File: src/rtl/health_manager.sv
// health_manager: tracks player health for the health-bar renderer.
// Hits are applied, then followed by a frame-counted invulnerability window
// with a sprite blink. Heals saturate at MAX_HEALTH. Reaching zero health
// ends the round until game_start is pulsed.
module health_manager #(
  parameter int MAX_HEALTH    = 3,
  parameter int INIT_HEALTH   = 3,
  parameter int INVULN_FRAMES = 60,
  parameter int BLINK_FRAMES  = 8
) (
  input  logic       clk,
  input  logic       rst,
  input  logic       game_start,
  input  logic       frame_tick,
  input  logic       hit,
  input  logic       heal,
  output logic [3:0] present_health,
  output logic       invulnerable,
  output logic       blink,
  output logic       hit_ack,
  output logic       game_over
);

  localparam logic [1:0] S_IDLE   = 2'd0;
  localparam logic [1:0] S_ALIVE  = 2'd1;
  localparam logic [1:0] S_INVULN = 2'd2;
  localparam logic [1:0] S_DEAD   = 2'd3;

  localparam logic [3:0] MAX_H      = 4'(MAX_HEALTH);
  localparam logic [3:0] INIT_H     = 4'(INIT_HEALTH);
  localparam logic [7:0] INV_LOAD   = 8'(INVULN_FRAMES);
  localparam logic [7:0] BLINK_LAST = 8'(BLINK_FRAMES - 1);

  logic [1:0] state;
  logic [7:0] invuln_cnt;
  logic [7:0] blink_cnt;

  // Round state machine. Every output is a flop written alongside the state.
  // A hit in ALIVE reloads the window counter and does not decrement it in
  // the same cycle, so the window spans exactly INVULN_FRAMES later ticks.
  always_ff @(posedge clk) begin
    if (rst) begin
      state          <= S_IDLE;
      present_health <= INIT_H;
      invulnerable   <= 1'b0;
      blink          <= 1'b0;
      hit_ack        <= 1'b0;
      game_over      <= 1'b0;
      invuln_cnt     <= 8'd0;
      blink_cnt      <= 8'd0;
    end else begin
      hit_ack <= 1'b0;
      case (state)
        S_IDLE: begin
          if (game_start) begin
            state          <= S_ALIVE;
            present_health <= INIT_H;
          end
        end

        S_ALIVE: begin
          if (game_start) begin
            present_health <= INIT_H;
          end else if (hit) begin
            hit_ack <= 1'b1;
            if (present_health <= 4'd1) begin
              present_health <= 4'd0;
              state          <= S_DEAD;
              game_over      <= 1'b1;
            end else begin
              present_health <= present_health - 4'd1;
              state          <= S_INVULN;
              invulnerable   <= 1'b1;
              invuln_cnt     <= INV_LOAD;
              blink_cnt      <= 8'd0;
              blink          <= 1'b1;
            end
          end else if (heal && (present_health < MAX_H)) begin
            present_health <= present_health + 4'd1;
          end
        end

        S_INVULN: begin
          if (game_start) begin
            state          <= S_ALIVE;
            present_health <= INIT_H;
            invulnerable   <= 1'b0;
            blink          <= 1'b0;
            invuln_cnt     <= 8'd0;
            blink_cnt      <= 8'd0;
          end else begin
            if (heal && (present_health < MAX_H)) begin
              present_health <= present_health + 4'd1;
            end
            if (frame_tick) begin
              if (invuln_cnt <= 8'd1) begin
                state        <= S_ALIVE;
                invulnerable <= 1'b0;
                blink        <= 1'b0;
                invuln_cnt   <= 8'd0;
                blink_cnt    <= 8'd0;
              end else begin
                invuln_cnt <= invuln_cnt - 8'd1;
                if (blink_cnt >= BLINK_LAST) begin
                  blink_cnt <= 8'd0;
                  blink     <= ~blink;
                end else begin
                  blink_cnt <= blink_cnt + 8'd1;
                end
              end
            end
          end
        end

        S_DEAD: begin
          present_health <= 4'd0;
          if (game_start) begin
            state          <= S_ALIVE;
            present_health <= INIT_H;
            game_over      <= 1'b0;
          end
        end

        default: begin
          state <= S_IDLE;
        end
      endcase
    end
  end

endmodule

File: config.mk
export PLATFORM = sky130hd
export DESIGN_NAME = health_manager
export DESIGN_NICKNAME = d
export VERILOG_FILES = /design/src/rtl/health_manager.sv
export SDC_FILE = /design/constraint.sdc
export NUM_CORES = 1
export LEC_CHECK = 0
export ABC_AREA = 1
export CAP_MARGIN = 10
export CORE_MARGIN = 3
export CORE_UTILIZATION = 56
export DETAILED_ROUTE_END_ITERATION = 7
export DONT_BUFFER_PORTS = 1
export PLACE_DENSITY = 0.75
export SYNTH_ARGS = -nofsm -noshare
export SYNTH_HDL_FRONTEND = slang
export SYNTH_SLANG_ARGS = --single-unit
File: constraint.sdc
create_clock -name clk -period 2.04 [get_ports clk]
set_clock_uncertainty 0.2 [all_clocks]
set_input_delay 0.612 -clock clk [delete_from_list [all_inputs] [get_ports clk]]
set_output_delay 0.612 -clock clk [all_outputs]
set_load 0.01 [all_outputs]
* Word level (Yosys, flattened, before mapping) *
Cells that the tools add are included.

word-level totals
  output and inout bits = 8
  register bits = 26
  word-level logic and storage cells = 91

operators by class
  muxes and demuxes = 49
  bitwise logic cells = 2
  reductions and logical operators = 11
  eq/ne operators = 13
  add/sub/neg operators = 4
  order comparisons = 4

operator list
  kind                                                                                  number
  8-bit 2-to-1 mux                                                                      13
  8-bit case mux with 2 select lines                                                    2
  4-bit 2-to-1 mux                                                                      6
  1-bit 2-to-1 mux                                                                      16
  4-bit case mux with 4 select lines                                                    1
  5-bit AND reduction                                                                   3
  2-bit 2-to-1 mux                                                                      7
  2-bit inequality test (second input constant)                                         6
  6-bit AND reduction                                                                   2
  8-bit by 1-bit adder with 8-bit output (second input constant)                        1
  8-bit by 3-bit greater-or-equal comparator with 1-bit output (second input constant)  1
  8-bit by 1-bit <= comparator with 1-bit output (second input constant)                1
  8-bit by 1-bit subtractor with 8-bit output (second input constant)                   1
  3-bit inequality test (second input constant)                                         2
  1-bit case mux with 2 select lines                                                    3
  2-bit case mux with 3 select lines                                                    1
  4-bit by 1-bit adder with 4-bit output (second input constant)                        1
  2-bit equality test (second input constant)                                           2
  4-bit by 1-bit <= comparator with 1-bit output (second input constant)                1
  4-bit by 2-bit less-than comparator with 1-bit output (second input constant)         1
  4-bit inequality test (second input constant)                                         1
  2-bit nonzero test                                                                    2
  4-bit by 1-bit subtractor with 4-bit output (second input constant)                   1
  3-bit OR reduction                                                                    1
  other kinds (6)                                                                       7

* Depth between registers and ports, before layout *
Gate-level depths: netlist of the first run.

  depth in word-level cells = 6
  mapped depth = 12
  depth with buffers taken out = 11

* Worst setup path before layout of the first run *
No wires, ideal clock.

  kind = input -> register
  start = input game_start
  end = register invuln_cnt[4]
  slack = 300 ps
  setup time = 126 ps
  data arrival time = 1414 ps
  cell stages on the path = 8
  cells stage by stage = buf_4 nor2_1 nand2_2 nand2_2 nor2_8 buf_12 o21ai_1 a21oi_1

on the way
  cells in the longest elaborated chain, start to end = 2

RTL lines
  what                                                                                        RTL line  RTL
  start: declaration                                                                          13        input logic game_start,
  3-bit inequality test (no source line), or another cell as far along                        --
  5-bit AND reduction (no source line) or 8-bit case mux with 2 select lines (tied branches)  --
  end signal: assignment                                                                      103       invuln_cnt <= invuln_cnt - 8'd1;
  end: declaration                                                                            35        logic [7:0] invuln_cnt;

Several ways; a longest one is shown, not always the timed one.
A chain may end at the register's enable or synchronous reset.

* Final worst setup path of the first run *
  start = register state[0]
  end = register present_health[1]

on the way
  cells in the longest elaborated chain, start to end = 2

RTL lines
  what                                                                         RTL line  RTL
  start: declaration                                                           34        logic [1:0] state;
  start signal: assignment                                                     43        state <= S_IDLE;
  start signal: assignment                                                     56        state <= S_ALIVE;
  start signal: assignment                                                     68        state <= S_DEAD;
  2-bit equality test, or another cell as far along                            53        case (state)
  4-bit case mux with 4 select lines or 2-bit inequality test (tied branches)  --
  end signal: assignment                                                       71        present_health <= present_health - 4'd1;
  end signal: assignment                                                       79        present_health <= present_health + 4'd1;
  end signal: assignment                                                       93        present_health <= present_health + 4'd1;
  end: declaration                                                             17        output logic [3:0] present_health,

Several ways; a longest one is shown, not always the timed one.

==> flow_summary.yaml, run 1 <==
status:
  status: "finished, final reports clean"
drt:
  post_drt_wl_per_cell_um: 11.3
  drt-pass1-iter-count: 4
  drc_errors: 0
  drt_iter0_drc: 97
  ant_nets: 0
  via_per_inst: 5.08
  routed_wl_um: 3150
  num_vias: 1417
synthesis:
  ys_warn_count: 0
  synth_seq_area_share_pct: 30.9
  ys_ff_latch: 26
  synthCells: 246
  synth_most_common_cell: "nand2_1"
  synth_common_cells: "nand2_1 (67), inv_1 (30), nor2_1 (28), dfxtp_1 (26), a21oi_1 (17)"
  synth_area_leaders: "dfxtp_1 (31%), nand2_1 (15%), ha_1 (8.2%), inv_1 (6.7%), nor2_1 (6.2%)"
  syn_nets: 263
  synth_top_cell_by_area: "dfxtp_1"
  synth_edf_count: 0
  synth_ff_type: "dfxtp_1"
  syn_area_sq_mm: 0.00169
  avgSynthCellArea_sq_um: 6.86
  synth_cell_types: 32
  synthArstFlopShare_pct: 0
  yosysTopAreaCellShare_pct: 30.9
floorplan:
  num_rows: 19
  fp.dieH_um: 60.9
  die-width_um: 60.9
  io_pins: 14
  die_area_sq_mm: 0.00371
  core_sq_mm: 0.00281
  start_util_pct: 60.1
place:
  gp_congestion: 0.827
  place_area_sq_mm: 0.00170
  dp_hpwl_um: 2450
  io_buffers: 0
  place_ws_ns: 0.106
  dp_cells: 275
timing:
  final-hold-violation-count: 0
  rsz0062_at_grt: "no"
  min_period_over_period_pct: 90.0
  setup_violations: 0
  period_needed_ns: 1.84
  finalSetupTns_ns: 0
  max_clock_freq_mhz: 545
  worst_slew_pin_slew_ns: 0.368
  slew_headroom_pct: 75.5
  postLayoutSetupSlackWorst_ns: 0.204
  drv_slew: 0
grt:
  grt_pass1_wl_um: 5660
  grt.total_usage_pct: 19.7
  grt_antenna_before_repair: 0
  grt_use_met2_pct: 30.5
  met1_usage_pct: 28.4
  gr-total-overflow: 0
  global_route.peak_usage_layer: "met2"
  grtUsageMet3_pct: 2.98
  grt_pass1_vias: 1320
  grt_max_degree: 18
power:
  peakVddDrop_mv: 0.624
  clkPwrFrac_pct: 15.2
  seqPwrFrac_pct: 31.0
  powerDensity_mw_per_mm2: 1340
  combPwrFrac_pct: 53.8
  p_sw_w: 0.00108
  intPower_w: 0.00128
  switching_share_pct: 45.7
  p_leak_nw: 0.792
setup_path:
  startpoint: "state[0]"
  critPathMaxStageDelay_ns: 0.41
  cp_max_fo: 4
  rr_endpoint: "present_health[1]"
  reg2reg_depth: 8
  r2r_start: "state[0]"
  crit_path_start_kind: "flip-flop"
  crit_chain: "inv_1 > ha_1 > nor2_2 > nor2_1 > a211oi_1 > nand3_1 > nand2_1 > nand2_1"
  cp.arrival_ns: 1.86
  cp_common_cell: "nand2_1"
  worst-setup-path-type: "reg2reg"
  rrSetupSlack_ns: 0.20
  endpoint: "present_health[1]"
  worstPathRequired_ns: 2.07
  slowest_stage: "dfxtp_1"
  worstSetupEndpointType: "flip-flop"
cells_and_area:
  layout-drive-gt1-share_pct: 13.7
  syn2layout_area_growth_pct: 4.15
  final_core_util_pct: 62.6
  diodes: 0
  nets: 266
  instances_no_fill: 279
  post-route-cell-area_sq_mm: 0.00176
  fillers: 276
clocking:
  htreeDepth: 1
  insertion_delay_ns: 0.33
  cts_max_path_buffers: 2
  cts_tree: "built"
  root_buffer: "clkbuf_4"
  clkSlewWorstSetupHoldPaths_ns: 0.16
  cts_setup_buffers: 0
  cts_buffers: 3
  cts_sinks: 26
worst_hold_path:
  whs_path_depth: 1
  hold_path_class: "in2reg"
run:
  drv_cap: 0
==> how the worst min path moves through the flow <==
| stage | startpoint | endpoint | slack, ns |
|---|---|---|---|
| after CTS | rst | invuln_cnt[1] | 0.11 |
| after detailed placement | blink_cnt[5] | blink_cnt[5] | 0.23 |
| final | rst | blink_cnt[1] | 0.13 |
| after global placement | blink_cnt[5] | blink_cnt[5] | 0.23 |
| after floorplan | blink_cnt[5] | blink_cnt[5] | 0.22 |
| after global routing | rst | invuln_cnt[1] | 0.09 |
==> cells in the final DEF (no fill, tap or decap), drive strengths merged <==
master  synthesis  routed
nand4           1       1
inv            33      33
xor2            2       2
nand2          77      77
buf             3       3
nor3            4       4
ha             11      11
clkbuf          2       3
o31ai           1       1
nand3          17      17
o21ai          11      11
bufinv          0       1
clkinv          1       1
a21oi          20      20
dfxtp          26      26
a211oi          1       1
nor3b           2       2
nand3b          1       1
nor2           33      33
==> sequential cells by signal, indices dropped and copies added (netlist names) <==
| name | cells |
|---|---|
| game_over | 1 |
| present_health | 4 |
| invulnerable | 1 |
| hit_ack | 1 |
| blink_cnt | 8 |
| state | 2 |
| invuln_cnt | 8 |
| blink | 1 |
==> through the flow <==
step	hold WS [ns]	power, W
after global routing	0.0932	0.00259
after detailed placement	0.229	0.00200
after global placement	0.228	0.00198
final	0.131	0.00235
after CTS	0.112	0.00237
after floorplan	0.219	0.00184
==> layout make-up <==
class / count / area, sq um / area share, %
tap: 31 / 38.8 / 2.21
sequential: 26 / 520 / 29.6
multi-input combinational: 181 / 990 / 56.3
clock inverter: 1 / 30.0 / 1.71
inverter: 34 / 133 / 7.55
timing repair buffer: 3 / 22.5 / 1.28
clock buffer: 3 / 22.5 / 1.28
==> routing by layer <==
metal | routed length (um) | share of wire, %
met1 | 1670 | 53
met5 | 0 | 0
met2 | 1330 | 42
met4 | 25 | 0.79
met3 | 119 | 3.8
==> cell families (layout without fill, tap and decap cells) <==
logic type	count (synthesis)	after routing	synth area share [%]
simple gates	135	135	38.6
buf+inv	39	41	10.6
compound gates	33	33	10.8
flops	26	26	30.9
fa+ha+maj	11	11	8.16
xor+xnor	2	2	1.04
==> timing repair <==
item | in CTS | in global routing
endpoints found under the setup margin | 0 | 12
resized for setup | 0 | 1
hold buffers | 0 | 0
==> power groups by stage <==
stage | clock [W] | sequential [W] | combinational, W
6_report | 0.000358 | 0.000729 | 0.00127
2_1_floorplan | 0 | 0.000736 | 0.00110
4_1_cts | 0.000370 | 0.000729 | 0.00127
3_5_place_dp | 0 | 0.000741 | 0.00126
3_3_place_gp | 0 | 0.000740 | 0.00124
5_1_grt | 0.000394 | 0.000744 | 0.00145
==> worst max-delay path: cells and delay by family, from the launching register on <==
kind	cells	cell delay (ns)
flip-flops	1	0.41
AND/OR/NAND/NOR	5	0.51
AO/OA/AOI/OAI	1	0.24
adder cells (fa/ha/maj)	1	0.29
buffers and inverters	1	0.10
No activity file was read; power rests on OpenSTA's default activity.
==> run 2: changes to the inputs <==
--- a/config.mk
+++ b/config.mk
@@ -5,7 +5,6 @@
 export SDC_FILE = /design/constraint.sdc
 export NUM_CORES = 1
 export LEC_CHECK = 0
-export ABC_AREA = 1
 export CAP_MARGIN = 10
 export CORE_MARGIN = 3
 export CORE_UTILIZATION = 56
==> run 2 against run 1 <==
Total power up 19%. Routed wire length up 31%. Via count up 12%. Sequential cell count unchanged. Global-route usage up 4.8 points. Critical path type unchanged. Largest power group unchanged.
==> flow_summary.yaml, run 2 <==
place:
  dp_hpwl_um: 2980
  gp_congestion: 0.886
  io_buffers: 0
clocking:
  insertion_delay_ns: 0.33
  htreeDepth: 1
  hold_buffers: 0
  clkSlewWorstSetupHoldPaths_ns: 0.15
  root_buffer: "clkbuf_4"
  cts_max_path_buffers: 2
  cts_sinks: 26
  cts_buffers: 3
  cts_tree: "built"
synthesis:
  synth_cell_types: 49
  synth-xor-area-share_pct: 0
  synth_compound_area_share_pct: 28.5
  synth_common_cells: "dfxtp_1 (26), a21oi_1 (23), nand2_1 (17), inv_1 (13), nor2_1 (13)"
  synthSimpleGateAreaFrac_pct: 23.6
  ys_ff_latch: 26
  synthCells: 196
  syn_nets: 213
  avgSynthCellArea_sq_um: 8.20
  synth_seq_area_share_pct: 32.4
  synth_ff_type: "dfxtp_1"
  yosys.area_share.adder_pct: 8.57
  ys_warn_count: 0
  synth_most_common_cell: "dfxtp_1"
  syn_area_sq_mm: 0.00161
  synth_top_cell_by_area: "dfxtp_1"
  synth_top_family_by_area: "compound AO/OA/AOI/OAI gates"
  synthArstFlopShare_pct: 0
  yosysTopAreaCellShare_pct: 32.4
  muxShareOfSynthArea_pct: 1.40
  synth_area_leaders: "dfxtp_1 (32%), ha_1 (8.6%), a21oi_1 (7.2%), nand2_1 (4.0%), nor3_1 (3.4%)"
  synth_edf_count: 0
worst_hold_path:
  hold_path_class: "in2reg"
  whs_path_depth: 1
timing:
  min_period_over_period_pct: 98.4
  final-hold-violation-count: 0
  setup_violations: 0
  worst_slew_pin_slew_ns: 0.393
  slew_headroom_pct: 73.7
  max_clock_freq_mhz: 498
  rsz0062_at_grt: "yes"
  holdWs_ns: 0.116
  drv_slew: 0
  period_needed_ns: 2.01
cells_and_area:
  final_core_util_pct: 77.1
  diodes: 0
  layout-drive-gt1-share_pct: 32.7
  final_cell_mix: "buf_4 (30), a21oi_1 (19), dfxtp_1 (19), nand2_1 (17)"
  reg_top3: "blink_cnt: 8 flops, invuln_cnt: 8 flops, present_health: 4 flops"
  mostFrequentLayoutCell: "buf_4"
  nets: 241
  syn2layout_area_growth_pct: 24.2
drt:
  drc_errors: 0
  drt_iter0_drc: 79
  ant_nets: 0
  num_vias: 1592
  post_drt_wl_per_cell_um: 16.3
  via_per_inst: 6.29
  drt-pass1-iter-count: 4
  routed_wl_um: 4140
floorplan:
  num_rows: 18
  die_area_sq_mm: 0.00355
  fp.dieH_um: 59.6
  start_util_pct: 62.0
  core_sq_mm: 0.00259
  io_pins: 14
  die-width_um: 59.6
status:
  status: "finished, final reports clean"
setup_path:
  cp.depth: 8
  critPathMaxStageDelay_ns: 0.43
  slowest_stage: "nor4b_4"
  cp_max_fo: 6
  worstPathRequired_ns: 2.08
  path_delay_family: "simple AND/OR/NAND/NOR gates"
  cp.arrival_ns: 2.04
  cp_num_buf_inv: 2
  crit_path_start_kind: "flip-flop"
  crit_chain: "inv_1 > ha_2 > nor2_4 > o31ai_4 > nor4b_4 > buf_4 > o21bai_1 > o311a_1"
  reg2reg_depth: 8
  worstSetupEndpointType: "flip-flop"
  worst-setup-path-type: "reg2reg"
run:
  drv_cap: 0
power:
  powerDensity_mw_per_mm2: 1410
  finalPower_w: 0.00281
  peakVddDrop_mv: 1.02
  p_leak_nw: 0.808
grt:
  gr-total-overflow: 0
  grt_pass1_vias: 1533
  grt.total_usage_pct: 24.6
  grt_antenna_before_repair: 0
  grt_max_degree: 20
  grt_pass1_wl_um: 6650
## run 2: what timing repair did
action                     4_1_cts  5_1_grt
hold endpoints to repair         0        0
pin swaps                        2       10
setup endpoints to repair       11       14
buffers inserted                 2        1
resized for setup                5       23
## run 2: cells by family (layout without fill, tap and decap cells)
kind of cell / Yosys count / in the layout
AND/OR/NAND/NOR: 69 / 69
adder cells (fa/ha/maj): 11 / 11
AO/OA/AOI/OAI: 67 / 67
flip-flops: 26 / 26
buffers and inverters: 21 / 48
multiplexers: 2 / 2
## run 2: final timing paths
path	start	to	slack, ns
setup reg to reg	invuln_cnt[0]	blink	0.03
hold reg to reg	blink_cnt[7]	blink_cnt[7]	0.30
hold / removal	rst	invuln_cnt[7]	0.12
setup / recovery	invuln_cnt[0]	blink	0.03
## run 2: per-stage QoR
step,instances,setup slack (ns),instance area (sq um),setup TNS (ns)
final,253,0.0333,2000,0
after global routing,253,-0.0680,2000,-0.171
after CTS,252,0.0215,1900,0
after detailed placement,246,-0.119,1820,-0.647
after global placement,246,-0.0240,1820,-0.0373
after floorplan,196,0.0117,1610,0
## run 2: routing by layer
metal | global-route usage [%] | wire, um | vias up
met3 | 4.36 | 255 | 12
met4 | 11.1 | 87 | 0
met2 | 43.1 | 2130 | 68
met1 | 28.9 | 1660 | 736
li1 | - | - | 776
met5 | 0 | 0 | -
## run 2: cell type report
type / count / area (sq um)
multi-input cells: 149 / 1090
inverters: 13 / 48.8
fillers: 194 / 594
repair buffers: 31 / 236
clock inverters: 1 / 30.0
well taps: 30 / 37.5
clock buffers: 3 / 22.5
flip-flops and latches: 26 / 532
## run 2: worst reg2reg max path, delay by kind of cell, from the launching register on
family          cells  cell delay [ns]
compound gates      3             0.30
buf+inv             2             0.23
fa+ha+maj           1             0.20
flops               1             0.40
simple gates        2             0.58
## run 2: power breakdown
part           switching (W)  internal [W]  leakage, nW
Combinational       0.000928      0.000816        0.567
Sequential         0.0000928      0.000611        0.213
Clock               0.000163      0.000199       0.0279
==> run 3: changes to the inputs <==
--- a/config.mk
+++ b/config.mk
@@ -6,11 +6,10 @@
 export NUM_CORES = 1
 export LEC_CHECK = 0
 export CAP_MARGIN = 10
-export CORE_MARGIN = 3
-export CORE_UTILIZATION = 56
+export CORE_UTILIZATION = 35
 export DETAILED_ROUTE_END_ITERATION = 7
 export DONT_BUFFER_PORTS = 1
-export PLACE_DENSITY = 0.75
+export PLACE_DENSITY = 0.53
 export SYNTH_ARGS = -nofsm -noshare
 export SYNTH_HDL_FRONTEND = slang
 export SYNTH_SLANG_ARGS = --single-unit
==> run 3 against run 2 <==
Count of clock-buffer cells in the layout unchanged. Sequential power is 3% lower. Largest cell class unchanged. Routed wire length fell by 2.6%. First-iteration DRC count fell by 34%. Worst setup slack improved by 0.021 ns. Die area increased by 37%. Cell area shrank 0.13%. Critical path type unchanged. Sequential share of layout area shrank 0.34 points. Register-to-register slack improved by 0.02 ns. Hold slack better by 0.073 ns. Non-clock buffer count is 1 lower.
==> flow_summary.yaml, run 3 (same netlist as run 2, synthesis figures left out) <==
status:
  status: "finished, final reports clean"
timing:
  postLayoutSetupSlackWorst_ns: 0.0542
  period_needed_ns: 1.99
  rsz0062_at_grt: "yes"
  holdWs_ns: 0.189
  slew_headroom_pct: 71.8
  setup_violations: 0
  finalSetupTns_ns: 0
  worst_slew_pin_slew_ns: 0.420
  final-hold-violation-count: 0
  max_clock_freq_mhz: 504
  min_period_over_period_pct: 97.3
  drv_slew: 0
cells_and_area:
  diodes: 0
  reg_top3: "blink_cnt: 8 flops, invuln_cnt: 8 flops, present_health: 4 flops"
  final_cell_mix: "buf_4 (27), dfxtp_1 (23), a21oi_1 (21), nand2_1 (17)"
  nets: 240
  multi_input_area_sq_mm: 0.00105
  syn2layout_area_growth_pct: 24.1
  fillers: 443
  mostFrequentLayoutCell: "buf_4"
  layout-drive-gt1-share_pct: 26.6
  final_core_util_pct: 45.5
  seq_area_sq_um: 524
clocking:
  cts_buffers: 3
  cts_sinks: 26
  insertion_delay_ns: 0.28
  root_buffer: "clkbuf_8"
  cts_max_path_buffers: 2
  clkSlewWorstSetupHoldPaths_ns: 0.10
  htreeDepth: 1
  cts_tree: "built"
drt:
  post_drt_wl_per_cell_um: 14.7
  drc_errors: 0
  drt_iter0_drc: 52
  ant_nets: 0
  via_per_inst: 5.70
  num_vias: 1561
  routed_wl_um: 4030
  drt-pass1-iter-count: 4
power:
  intPower_w: 0.00168
  seqPwrFrac_pct: 24.2
  p_leak_nw: 0.814
  combPwrFrac_pct: 60.2
  finalPower_w: 0.00284
  clkPwrFrac_pct: 15.7
  switching_share_pct: 40.9
  p_sw_w: 0.00116
  powerDensity_mw_per_mm2: 1420
  peakVddDrop_mv: 0.453
setup_path:
  worstSetupEndpointType: "flip-flop"
  reg2reg_depth: 8
  r2r_start: "state[1]"
  crit_path_start_kind: "flip-flop"
  rr_endpoint: "blink_cnt[5]"
  rrSetupSlack_ns: 0.05
  cp.arrival_ns: 1.99
  worst-setup-path-type: "reg2reg"
  cp_max_fo: 5
  worstPathRequired_ns: 2.05
floorplan:
  io_pins: 14
  start_util_pct: 36.6
  die_area_sq_mm: 0.00487
  die-width_um: 69.8
  num_rows: 24
  core_sq_mm: 0.00438
  fp.dieH_um: 69.8
worst_hold_path:
  hold_path_class: "in2reg"
  worstHoldStart: "rst"
  whs_path_depth: 1
  min_to: "game_over"
grt:
  grt_max_degree: 20
  grt_antenna_before_repair: 0
  grt_pass1_vias: 1471
  gr-total-overflow: 0
  grt.total_usage_pct: 16.8
  grt_pass1_wl_um: 6690
run:
  drv_cap: 0
place:
  gp_congestion: 0.801
  io_buffers: 0
  dp_hpwl_um: 2970
  place_ws_ns: -0.0886
run 3: changes by cell type in the layout (fill, tap and decap cells not counted), moves of 2 or more:
cell      change
a21oi_1       +2
a21oi_2       -2
buf_4         -3
buf_6         +2
clkbuf_4      -3
clkbuf_8      +3
dfxtp_1       +4
dfxtp_2       -3
ha_1          +3
ha_2          -3
nor3_1        +2
nor3_2        -2
run 3: metal layers:
| layer | vias to the layer above | track usage [%] | share of wire (%) |
|---|---|---|---|
| li1 | 774 | - | - |
| met1 | 757 | 20.5 | 46 |
| met2 | 24 | 30.2 | 49 |
| met3 | 6 | 2.76 | 2.9 |
| met4 | 0 | 4.67 | 1.2 |
| met5 | - | 0 | 0 |
run 3: timing repair:
| item | in CTS | in global routing |
|---|---|---|
| hold buffers | 0 | 0 |
| pin swaps | 1 | 13 |
| endpoints found under the setup margin | 7 | 12 |
| setup buffers | 1 | 1 |
| resized for setup | 4 | 11 |
| gates cloned | 0 | 0 |
| endpoints found under the hold margin | 0 | 0 |
run 3: critical path: stages (launching register included):
cell      delay, ns
dfxtp_2        0.34
buf_6          0.11
ha_4           0.15
and2b_4        0.18
a22oi_4        0.19
o211ai_4       0.13
buf_6          0.14
or3_1          0.34
a21oi_1        0.14
run 3: how the worst max path moves through the flow:
stage	depth (start not counted)	from	slack, ns	end
2_1_floorplan	5	game_start	0.01	invuln_cnt[6]
3_3_place_gp	6	game_start	-0.04	blink_cnt[5]
3_5_place_dp	6	game_start	-0.09	blink_cnt[5]
4_1_cts	8	state[1]	-0.008	blink_cnt[5]
5_1_grt	8	state[1]	-0.02	present_health[0]
6_report	8	state[1]	0.05	blink_cnt[5]
run 3: metrics by stage:
step	cell area, sq um	cells
detailed placement	1850	268
global placement	1850	268
floorplan	1610	196
global route	1990	274
finish	1990	274
CTS	1940	273
run 3: power groups by stage:
stage | combinational (W) | clock [W] | sequential, W
global route | 0.00186 | 0.000474 | 0.000697
CTS | 0.00162 | 0.000453 | 0.000681
finish | 0.00171 | 0.000444 | 0.000685
floorplan | 0.00100 | 0 | 0.000712
global placement | 0.00150 | 0 | 0.000688
detailed placement | 0.00153 | 0 | 0.000690
run 3: layout make-up:
cell class / instances / share of cell area (%)
clock buffers: 3 / 2.07
flip-flops and latches: 26 / 26.3
inverters: 13 / 2.45
multi-input cells: 149 / 52.5
well taps: 52 / 3.26
clock inverters: 1 / 1.51
repair buffers: 30 / 11.9
